File: src/rtl/alu_register_file.sv
// General register file with dual read ports, 8-op ALU with registered flags,
// and a sequential shift-add unsigned multiplier.
//
// state  | meaning
// S_IDLE | multiplier waiting for MS
// S_RUN  | one shift-add iteration per clock, BUSY high
// S_DONE | PROD freshly loaded, DONE pulse for one cycle
module alu_register_file #(
  parameter int WIDTH = 8,
  parameter int NREGS = 4
) (
  input  logic                       clk,
  input  logic                       rst,
  input  logic [WIDTH-1:0]           bus,
  input  logic                       RI,
  input  logic [$clog2(NREGS)-1:0]   WSEL,
  input  logic [$clog2(NREGS)-1:0]   ASEL,
  input  logic [$clog2(NREGS)-1:0]   BSEL,
  input  logic [2:0]                 OP,
  input  logic                       FI,
  input  logic                       MS,
  output logic [WIDTH-1:0]           A_out,
  output logic [WIDTH-1:0]           B_out,
  output logic [WIDTH-1:0]           E_out,
  output logic                       CARRY,
  output logic                       ZERO,
  output logic                       NEG,
  output logic                       OVF,
  output logic [2*WIDTH-1:0]         PROD,
  output logic                       BUSY,
  output logic                       DONE
);

  localparam int CW = $clog2(WIDTH);

  typedef enum logic [1:0] {S_IDLE, S_RUN, S_DONE} state_t;

  logic [WIDTH-1:0]   regs_q [NREGS];
  logic               carry_q, zero_q, neg_q, ovf_q;
  logic [WIDTH:0]     sum;
  logic [WIDTH-1:0]   b_eff;
  logic               ovf;
  state_t             state_q, state_d;
  logic [2*WIDTH-1:0] mcand_q, acc_q, acc_next, prod_q;
  logic [WIDTH-1:0]   mplier_q;
  logic [CW-1:0]      cnt_q;

  always_ff @(posedge clk) begin
    if (rst) begin
      for (int i = 0; i < NREGS; i++) regs_q[i] <= '0;
    end else if (RI) begin
      regs_q[WSEL] <= bus;
    end
  end

  assign A_out = regs_q[ASEL];
  assign B_out = regs_q[BSEL];

  // SUB (001) and SBC (011) add the inverted B operand
  assign b_eff = (OP[0] && !OP[2]) ? ~B_out : B_out;

  always_comb begin
    sum = '0;
    ovf = 1'b0;
    case (OP)
      3'b000:  sum = {1'b0, A_out} + {1'b0, b_eff};
      3'b001:  sum = {1'b0, A_out} + {1'b0, b_eff} + (WIDTH+1)'(1);
      3'b010:  sum = {1'b0, A_out} + {1'b0, b_eff} + (WIDTH+1)'(carry_q);
      3'b011:  sum = {1'b0, A_out} + {1'b0, b_eff} + (WIDTH+1)'(carry_q);
      3'b100:  sum = {1'b0, A_out & B_out};
      3'b101:  sum = {1'b0, A_out | B_out};
      3'b110:  sum = {1'b0, A_out ^ B_out};
      default: sum = {A_out, 1'b0};
    endcase
    if (!OP[2])
      ovf = (A_out[WIDTH-1] == b_eff[WIDTH-1]) && (sum[WIDTH-1] != A_out[WIDTH-1]);
    else if (OP == 3'b111)
      ovf = A_out[WIDTH-1] ^ A_out[WIDTH-2];
  end

  assign E_out = sum[WIDTH-1:0];

  always_ff @(posedge clk) begin
    if (rst) begin
      carry_q <= 1'b0;
      zero_q  <= 1'b0;
      neg_q   <= 1'b0;
      ovf_q   <= 1'b0;
    end else if (FI) begin
      carry_q <= sum[WIDTH];
      zero_q  <= (sum[WIDTH-1:0] == '0);
      neg_q   <= sum[WIDTH-1];
      ovf_q   <= ovf;
    end
  end

  assign CARRY = carry_q;
  assign ZERO  = zero_q;
  assign NEG   = neg_q;
  assign OVF   = ovf_q;

  always_ff @(posedge clk) begin
    if (rst) state_q <= S_IDLE;
    else     state_q <= state_d;
  end

  always_comb begin
    state_d = state_q;
    case (state_q)
      S_RUN:   if (cnt_q == '0) state_d = S_DONE;
      default: state_d = MS ? S_RUN : S_IDLE;
    endcase
  end

  always_comb begin
    BUSY = 1'b0;
    DONE = 1'b0;
    case (state_q)
      S_RUN:   BUSY = 1'b1;
      S_DONE:  DONE = 1'b1;
      default: ;
    endcase
  end

  assign acc_next = mplier_q[0] ? acc_q + mcand_q : acc_q;

  // Operands are captured at start so later register writes cannot disturb a run
  always_ff @(posedge clk) begin
    if (rst) begin
      mcand_q  <= '0;
      mplier_q <= '0;
      acc_q    <= '0;
      cnt_q    <= '0;
      prod_q   <= '0;
    end else if (state_q == S_RUN) begin
      acc_q    <= acc_next;
      mcand_q  <= mcand_q << 1;
      mplier_q <= mplier_q >> 1;
      cnt_q    <= cnt_q - CW'(1);
      if (cnt_q == '0) prod_q <= acc_next;
    end else if (MS) begin
      mcand_q  <= {{WIDTH{1'b0}}, A_out};
      mplier_q <= B_out;
      acc_q    <= '0;
      cnt_q    <= CW'(WIDTH-1);
    end
  end

  assign PROD = prod_q;

endmodule

File: config.mk
export PLATFORM = sky130hd
export DESIGN_NAME = alu_register_file
export DESIGN_NICKNAME = d
export VERILOG_FILES = /design/src/rtl/alu_register_file.sv
export SDC_FILE = /design/constraint.sdc
export NUM_CORES = 1
export LEC_CHECK = 0
export CAP_MARGIN = 5
export CORE_MARGIN = 1
export CORE_UTILIZATION = 35
export DETAILED_ROUTE_END_ITERATION = 12
export PLACE_DENSITY = 0.6
export SETUP_SLACK_MARGIN = 0.2
export SLEW_MARGIN = 15
export SYNTH_ARGS = -nofsm -noshare
export SYNTH_HDL_FRONTEND = slang
export SYNTH_SLANG_ARGS = --single-unit
File: constraint.sdc
create_clock -name clk -period 9.7 [get_ports clk]
set_input_delay 1.94 -clock clk [delete_from_list [all_inputs] [get_ports clk]]
set_output_delay 1.94 -clock clk [all_outputs]
set_load 0.005 [all_outputs]
==> results.yml, run 1 <==
floorplan:
  start_util: 0.361
  die_height_um: 136
  row_count: 48
  core_area_mm2: 0.0175
  die_area_mm2: 0.0186
  io_pins: 68
  die_w_um: 136
placement:
  place.port_buffers: 67
  place_area_mm2: 0.00709
  hpwl_um: 11000
  place_ws_ps: 1350
  dp.cells: 906
  gp_congestion: 0.881
run_status:
  status: "finished, final reports clean"
sta:
  tightest_slew_ps: 1020
  finalHoldViolCount: 0
  setup_viol: 0
  slew_headroom: 0.319
  min_period_ps: 8330
  grt_setup_unrepaired: "false"
  hold-worst-slack_ps: 453
  max_freq_mhz: 120
  tns_ps: 0
  post-route-period-util: 0.859
  drv_slew: 0
  finalWorstSetupSlack_ps: 1370
  skew_ps: 10.4
drt:
  vias: 4938
  first_pass_iters: 5
  drtIter0Drc: 367
  wl_um: 15100
  drc_errors: 0
  viasPerCell: 5.36
  wl_per_cell_um: 16.4
  detail-route-antenna-nets: 0
grt:
  grt_use_total: 0.171
  use_met3: 0.0306
  grt_pass1_vias: 4770
  overflow: 0
  grt_max_degree: 62
  met2_usage: 0.288
  top_usage_layer: "met2"
  use_met1: 0.221
  grt_pass1_wl_um: 24700
  grt_antenna_before_repair: 0
yosys:
  ys_ff_latch: 97
  ys_seq_area_frac: 0.358
  yosys_warnings: 0
  syn_area_mm2: 0.00631
  async_flop_share: 0
  synth_ff_type: "dfxtp_1"
  synth.distinct_cells: 70
  avgSynthCellArea_um2: 9.73
  synth_edf_count: 32
  postSynthNetCount: 716
  syn_inst: 649
clock_network:
  cts_tree: "yes"
  cts_buffers: 9
  path_clk_slew_ps: 60
  cts_setup_buffers: 0
  holdBufCountCts: 0
  cts_buffer_depth: 2
  htreeDepth: 3
  clock_sinks: 97
  cts_resized: 0
  cts_root_buf: "clkbuf_16"
  clk-insertion-delay-late_ps: 350
cells_and_area:
  final_area_mm2: 0.00741
  seq_area_mm2: 0.00226
  final_nets: 759
  final_util: 0.424
  fillCellCount: 1672
  multi_input_comb_area_mm2: 0.00369
  drive_above_1_share: 0.0803
  synthToLayoutAreaGrowth_pct: 17.3
  instances_no_fill: 922
  n_antenna_cell: 0
pwr:
  leakage_nw: 2.95
  peakVddDrop_mv: 0.0733
  p_total_mw: 1.21
  p_per_area_mw_per_mm2: 163
job:
  cap_violations: 0
worst_setup_path:
  worstSetupEndpointType: "output pin"
  crit_fanout: 8
  crit_type: "in -> out"
  crit_arrival_ps: 6390
  reg2reg_from: "regs_q[1][2]"
  startpoint: "BSEL[0]"
  worstSetupStartpointType: "input port"
  crit_required_ps: 7760
hold_path:
  hold_class: "reg -> reg"
  worstHoldStart: "PROD[6]"
==> sequential cells by signal, summed over array words and instances (netlist names) <==
name      cells
mplier_q      8
NEG           1
ZERO          1
CARRY         1
regs_q       32
OVF           1
cnt_q         3
state_q       2
acc_q        16
PROD         16
mcand_q      16
==> kinds of logic (layout without fill, tap and decap cells) <==
group,Yosys count,in the layout,share of synthesized area
muxes,59,59,0.141
adders and majority gates,45,45,0.0916
AOI/OAI and AO/OA,128,128,0.136
xor gates and xnor gates,34,34,0.0501
buffers and inverters,80,128,0.0579
DFF,97,97,0.358
and+or+nand+nor,206,206,0.165
==> synthesized netlist by cell type (3+ instances only) <==
| cell type | instances | area [um2] |
|---|---|---|
| dfxtp_1 | 65 | 1300 |
| nor2_1 | 64 | 240 |
| nand2_1 | 44 | 165 |
| ha_1 | 43 | 538 |
| mux2i_1 | 37 | 370 |
| inv_1 | 36 | 135 |
| and2_1 | 33 | 206 |
| edfxtp_1 | 32 | 961 |
| o21ai_0 | 28 | 140 |
| a21oi_1 | 23 | 115 |
| xnor2_1 | 22 | 193 |
| a211oi_1 | 20 | 150 |
| clkbuf_1 | 19 | 71.3 |
| nand3_1 | 17 | 85.1 |
| nor3_1 | 12 | 60.1 |
| xor2_1 | 11 | 96.3 |
| a21o_1 | 10 | 75.1 |
| mux4_1 | 10 | 263 |
| mux4_2 | 10 | 225 |
| buf_1 | 9 | 33.8 |
| buf_4 | 9 | 67.6 |
| a31oi_1 | 8 | 50.1 |
| nand2b_1 | 7 | 43.8 |
| a22oi_1 | 6 | 45.0 |
| o22ai_1 | 5 | 31.3 |
| buf_6 | 4 | 45.0 |
| nor2b_1 | 4 | 25.0 |
| nor3b_1 | 4 | 30.0 |
| nand3b_1 | 3 | 22.5 |
| o21ai_1 | 3 | 15.0 |
| o21bai_1 | 3 | 22.5 |
==> power breakdown <==
group	total (mW)	internal [mW]	switching (mW)	leakage (nW)
combinational	0.363	0.172	0.191	1.96
sequential	0.459	0.442	0.0172	0.841
clock	0.383	0.208	0.175	0.157
total	1.21	0.823	0.383	2.95
==> worst paths after layout <==
check / slack [ps] / cells after the start / endpoint
setup / recovery: 1370 / 14 / E_out[6]
hold / removal: 450 / 2 / PROD[6]
setup reg to reg: 5800 / 13 / CARRY
hold reg to reg: 450 / 2 / PROD[6]
==> layout by cell type (no fill, tap or decap), types with 3 or more instances in the layout <==
master and n:
inv_8 3, edfxtp_1 32, and2_1 33, xor2_1 11, clkbuf_16 9, nor2_1 64, mux2i_1 37, nor2b_1 4
inv_6 3, dfxtp_1 65, nand2_1 44, xnor2_1 22, a21oi_1 23, nor3_1 12, a211oi_1 20, ha_1 43
buf_4 7, o22ai_1 5, o21ai_1 3, mux4_2 10, o21bai_1 3, nand2b_1 6, o21ai_0 28, a22oi_1 6
a21o_1 10, a31oi_1 8, nand3b_1 3, clkdlybuf4s50_1 66, nor3b_1 4, nand3_1 17, mux4_1 10, inv_1 36
==> worst max-delay path, cell delays in order <==
cell	delay [ps]
clkdlybuf4s50_1	720
mux4_2	660
xor2_4	300
inv_1	80
ha_1	300
a21oi_1	280
mux2_2	400
nor4_4	340
nor3b_2	280
and2_4	180
nand2_1	50
xor2_1	140
o21ai_1	170
clkdlybuf4s50_1	530
==> layer usage <==
layer  part of all wire  wire [um]
met4              0.016        236
met1               0.47       7030
met3              0.036        546
met2               0.48       7300
met5                  0          0
==> area by class of cell <==
type	instances	share of cell area
Inverter	38	0.0193
Multi-Input combinational cell	472	0.498
Tap cell	225	0.0380
Clock inverter	7	0.0122
Clock buffer	9	0.0304
Sequential cell	97	0.305
Timing Repair Buffer	74	0.0970
Note: power is estimated with default switching activity, not from simulation.
==> inputs of run 2 (changes only) <==
--- a/config.mk
+++ b/config.mk
@@ -5,7 +5,6 @@
 export SDC_FILE = /design/constraint.sdc
 export NUM_CORES = 1
 export LEC_CHECK = 0
-export CAP_MARGIN = 5
 export CORE_MARGIN = 1
 export CORE_UTILIZATION = 35
 export DETAILED_ROUTE_END_ITERATION = 12
==> constraint.sdc (replaced) <==
create_clock -name clk -period 9.3 [get_ports clk]
set_input_delay 1.86 -clock clk [delete_from_list [all_inputs] [get_ports clk]]
set_output_delay 1.86 -clock clk [all_outputs]
set_load 0.005 [all_outputs]
==> run 2 against run 1 <==
  * Clock skew about the same
  * Global-route usage is 0.40 points higher
  * Sequential share of layout area about the same
  * Routed wire length grew 1.5%
  * Critical path type unchanged
  * Largest cell class unchanged
  * Highest routed layer unchanged
==> results.yml, run 2 (synthesis results as in run 1) <==
cells_and_area:
  fillCellCount: 1669
  synthToLayoutAreaGrowth_pct: 17.2
  final_nets: 759
  instances_no_fill: 922
  n_antenna_cell: 0
  multi_input_comb_area_mm2: 0.00369
  most-common-layout-cells: "clkdlybuf4s50_1, dfxtp_1, nor2_1"
  largest_reg_flops: 32
  regMostFlops: "regs_q"
  final_area_mm2: 0.00740
  final_common_cell: "clkdlybuf4s50_1"
  drive_above_1_share: 0.0789
  seq_area_mm2: 0.00226
sta:
  slew_headroom: 0.301
  setup_viol: 0
  finalHoldViolCount: 0
  tns_ps: 0
  grt_setup_unrepaired: "false"
  tightest_slew_ps: 1050
  max_freq_mhz: 122
  skew_ps: 10.0
  post-route-period-util: 0.881
  hold-worst-slack_ps: 457
  min_period_ps: 8190
  drv_slew: 0
grt:
  overflow: 0
  grt_pass1_vias: 4851
  grt_pass1_wl_um: 25100
  grt_max_degree: 62
  grt_use_total: 0.175
  grt_antenna_before_repair: 0
job:
  cap_violations: 0
placement:
  dp.cells: 906
  place_area_mm2: 0.00709
  hpwl_um: 11200
  place.port_buffers: 67
  gp_congestion: 0.898
hold_path:
  hold_class: "reg -> reg"
clock_network:
  cts_buffer_depth: 2
  cts_setup_buffers: 0
  cts_buffers: 9
  clock_sinks: 97
  clk-insertion-delay-late_ps: 360
  holdBufCountCts: 0
  path_clk_slew_ps: 70
  htreeDepth: 3
  cts_resized: 0
  cts_tree: "yes"
  cts_root_buf: "clkbuf_16"
floorplan:
  start_util: 0.361
  io_pins: 68
  die_w_um: 136
  core_area_mm2: 0.0175
  die_area_mm2: 0.0186
  die_height_um: 136
  row_count: 48
drt:
  wl_um: 15300
  drtIter0Drc: 309
  wl_per_cell_um: 16.6
  first_pass_iters: 5
  viasPerCell: 5.26
  drc_errors: 0
  vias: 4847
  detail-route-antenna-nets: 0
worst_setup_path:
  worstSetupStartpointType: "input port"
  crit_arrival_ps: 6330
  worstSetupEndpointType: "output pin"
  crit_required_ps: 7440
  crit_type: "in -> out"
  crit_fanout: 8
pwr:
  peakVddDrop_mv: 0.0758
  p_total_mw: 1.26
  p_per_area_mw_per_mm2: 170
  leakage_nw: 2.95
run_status:
  status: "finished, final reports clean"
[run 2: per-layer routing]
metal / vias up / track usage / routed length, um
met5: - / 0 / 0
met4: 0 / 0.0593 / 269
met3: 16 / 0.0306 / 477
met2: 86 / 0.296 / 7480
met1: 2321 / 0.223 / 7120
li1: 2424 / - / -
[run 2: worst paths after layout]
kind,endpoint,depth (start not counted),from,slack (ps)
max,E_out[7],13,BSEL[0],1110
min,PROD[3],2,PROD[3],460
max reg2reg,OVF,13,regs_q[3][2],5370
min reg2reg,PROD[3],2,PROD[3],460
[run 2: layout make-up]
type	count	share of cell area
multi-input combinational	472	0.498
sequential	97	0.306
timing repair buffer	74	0.0971
tap	225	0.0380
clock buffer	9	0.0304
inverter	38	0.0193
clock inverter	7	0.0112
[run 2: critical path, cell delays in order]
cell,delay (ps)
clkdlybuf4s50_1,730
mux4_2,670
xor2_4,290
inv_1,90
ha_1,320
a21oi_1,270
mux2_2,400
nor4_4,340
nor3b_2,290
nand4_1,150
xnor2_1,170
o21ai_2,210
clkdlybuf4s50_1,540
[run 2: power by group]
group          total, mW  internal, mW  switching [mW]
sequential         0.480         0.461          0.0184
combinational      0.380         0.180           0.200
clock              0.396         0.215           0.182
total               1.26         0.856           0.400
[run 2: per-stage QoR]
stage	worst slack, ps	utilization
after detailed placement	1070	0.406
after global placement	1210	0.406
final	1110	0.423
after floorplan	2430	-
after CTS	1070	0.423
after global routing	787	0.423
==> inputs of run 3 (changes only) <==
--- a/config.mk
+++ b/config.mk
@@ -9,8 +9,9 @@
 export CORE_UTILIZATION = 35
 export DETAILED_ROUTE_END_ITERATION = 12
 export PLACE_DENSITY = 0.6
+export REMOVE_ABC_BUFFERS = 1
 export SETUP_SLACK_MARGIN = 0.2
-export SLEW_MARGIN = 15
+export SLEW_MARGIN = 20
 export SYNTH_ARGS = -nofsm -noshare
 export SYNTH_HDL_FRONTEND = slang
 export SYNTH_SLANG_ARGS = --single-unit
==> run 3 against run 2 <==
  * Die area stayed put
  * Clock power is 9.3% lower
  * Routed wire length is 1.9% lower
  * Worst hold slack hardly changed
  * Combinational power hardly changed
  * Largest cell class unchanged
  * Highest routed layer unchanged
==> results.yml, run 3 (synthesis results as in run 1) <==
sta:
  tightest_slew_ps: 1100
  finalWorstSetupSlack_ps: 884
  post-route-period-util: 0.905
  grt_setup_unrepaired: "false"
  max_freq_mhz: 119
  tns_ps: 0
  skew_ps: 14.6
  slew_headroom: 0.264
  finalHoldViolCount: 0
  drv_slew: 0
  min_period_ps: 8420
  setup_viol: 0
worst_setup_path:
  crit_type: "in -> out"
  rrSetupSlack_ps: 5350
  timing.critical_path.mode_cell: "clkdlybuf4s50_1"
  crit_arrival_ps: 6560
  crit_required_ps: 7440
  crit_slowest_cell: "clkdlybuf4s50_1"
  crit_fanout: 16
  ff2ff_path_depth: 13
  cpPeakStageDelay_ps: 870
  startpoint: "OP[0]"
  cp-endpoint: "E_out[6]"
  path_cells: "clkdlybuf4s50_1 -> nand2b_1 -> xor2_4 -> inv_1 -> ha_1 -> a21oi_1 -> mux2_2 -> nor4_4 -> nor3b_2 -> and2_4 -> nand2_1 -> xor2_1 -> o21ai_1 -> clkdlybuf4s50_1"
  worstReg2RegEnd: "OVF"
  reg2reg_from: "regs_q[3][2]"
  worstSetupEndpointType: "output pin"
  worstSetupStartpointType: "input port"
drt:
  first_pass_iters: 4
  detail-route-antenna-nets: 0
  viasPerCell: 5.24
  highest-signal-layer: "met4"
  drtIter0Drc: 221
  wl_met3_um: 625
  vias: 4828
  wl_met2_um: 7120
  met1_length_um: 7010
  wl_um: 15000
  wl_per_cell_um: 16.3
  drc_errors: 0
cells_and_area:
  final_common_cell: "clkdlybuf4s50_1"
  most-common-layout-cells: "clkdlybuf4s50_1, dfxtp_1, nor2_1"
  regMostFlops: "regs_q"
  instances_no_fill: 921
  final_nets: 758
  fillCellCount: 1675
  drive_above_1_share: 0.0805
  final_area_mm2: 0.00738
  largest_reg_flops: 32
  synthToLayoutAreaGrowth_pct: 16.9
  n_antenna_cell: 0
  final_util: 0.422
placement:
  place_ws_ps: 884
  hpwl_um: 10700
  place.port_buffers: 67
  gp_congestion: 0.872
  place_area_mm2: 0.00708
  dp.cells: 905
pwr:
  peakVddDrop_mv: 0.123
  p_per_area_mw_per_mm2: 165
  leakage_nw: 2.93
clock_network:
  clock_sinks: 97
  cts_root_buf: "clkbuf_16"
  cts_buffer_depth: 2
  cts_buffers: 9
  path_clk_slew_ps: 70
  cts_setup_buffers: 0
  cts_tree: "yes"
  cts_resized: 0
  htreeDepth: 3
  clk-insertion-delay-late_ps: 360
  holdBufCountCts: 0
floorplan:
  io_pins: 68
  row_count: 48
  core_area_mm2: 0.0175
  die_height_um: 136
  start_util: 0.361
  die_w_um: 136
  die_area_mm2: 0.0186
hold_path:
  hold_class: "reg -> reg"
grt:
  overflow: 0
  grt_pass1_wl_um: 24500
  grt_pass1_vias: 4717
  grt_antenna_before_repair: 0
  grt_use_total: 0.172
  grt_max_degree: 62
run_status:
  status: "finished, final reports clean"
job:
  cap_violations: 0
[run 3: cell types whose count changed in the layout (fill, tap and decap cells not counted), sizes merged]
cell	before	now
buf	8	7
bufinv	1	0
clkinv	2	5
clkinvlp	0	1
inv	42	39
[run 3: through the flow]
step                      hold slack, ps  total power, mW
after floorplan                      432            0.731
after global placement               440            0.862
after detailed placement             447            0.872
after CTS                            464             1.23
after global routing                 495             1.29
final                                457             1.22
[run 3: routing by layer]
metal | up-vias | global-route usage
li1 | 2411 | -
met1 | 2302 | 0.220
met2 | 95 | 0.289
met3 | 20 | 0.0365
met4 | 0 | 0.0549
met5 | - | 0
[run 3: where the power goes]
| group | internal (mW) | switching (mW) |
|---|---|---|
| Clock | 0.186 | 0.173 |
| Combinational | 0.179 | 0.204 |
| Sequential | 0.461 | 0.0161 |
[run 3: worst max-delay path, delay by kind of cell]
family                     cells  cell delay, ps
AOI/OAI and AO/OA              2             510
adders and majority gates      1             310
xor gates and xnor gates       2             580
buffers and inverters          3            1500
and+or+nand+nor                5            1400
muxes                          1             400
[run 3: layout make-up]
type                            count  area [um2]  area share
Timing Repair Buffer               73         711      0.0963
Inverter                           38         143      0.0193
Sequential cell                    97        2260       0.307
Tap cell                          225         282      0.0382
Multi-Input combinational cell    472        3690       0.501
Clock buffer                        9         225      0.0305
Clock inverter                      7        62.6     0.00848
[run 3: worst min-delay path by stage]
stage / from / endpoint / cells past startpoint
6_report: PROD[11] / PROD[11] / 2
5_1_grt: PROD[0] / PROD[0] / 2
4_1_cts: PROD[9] / PROD[9] / 2
3_5_place_dp: PROD[9] / PROD[9] / 2
3_3_place_gp: PROD[14] / PROD[14] / 2
2_1_floorplan: cnt_q[0] / cnt_q[0] / 1
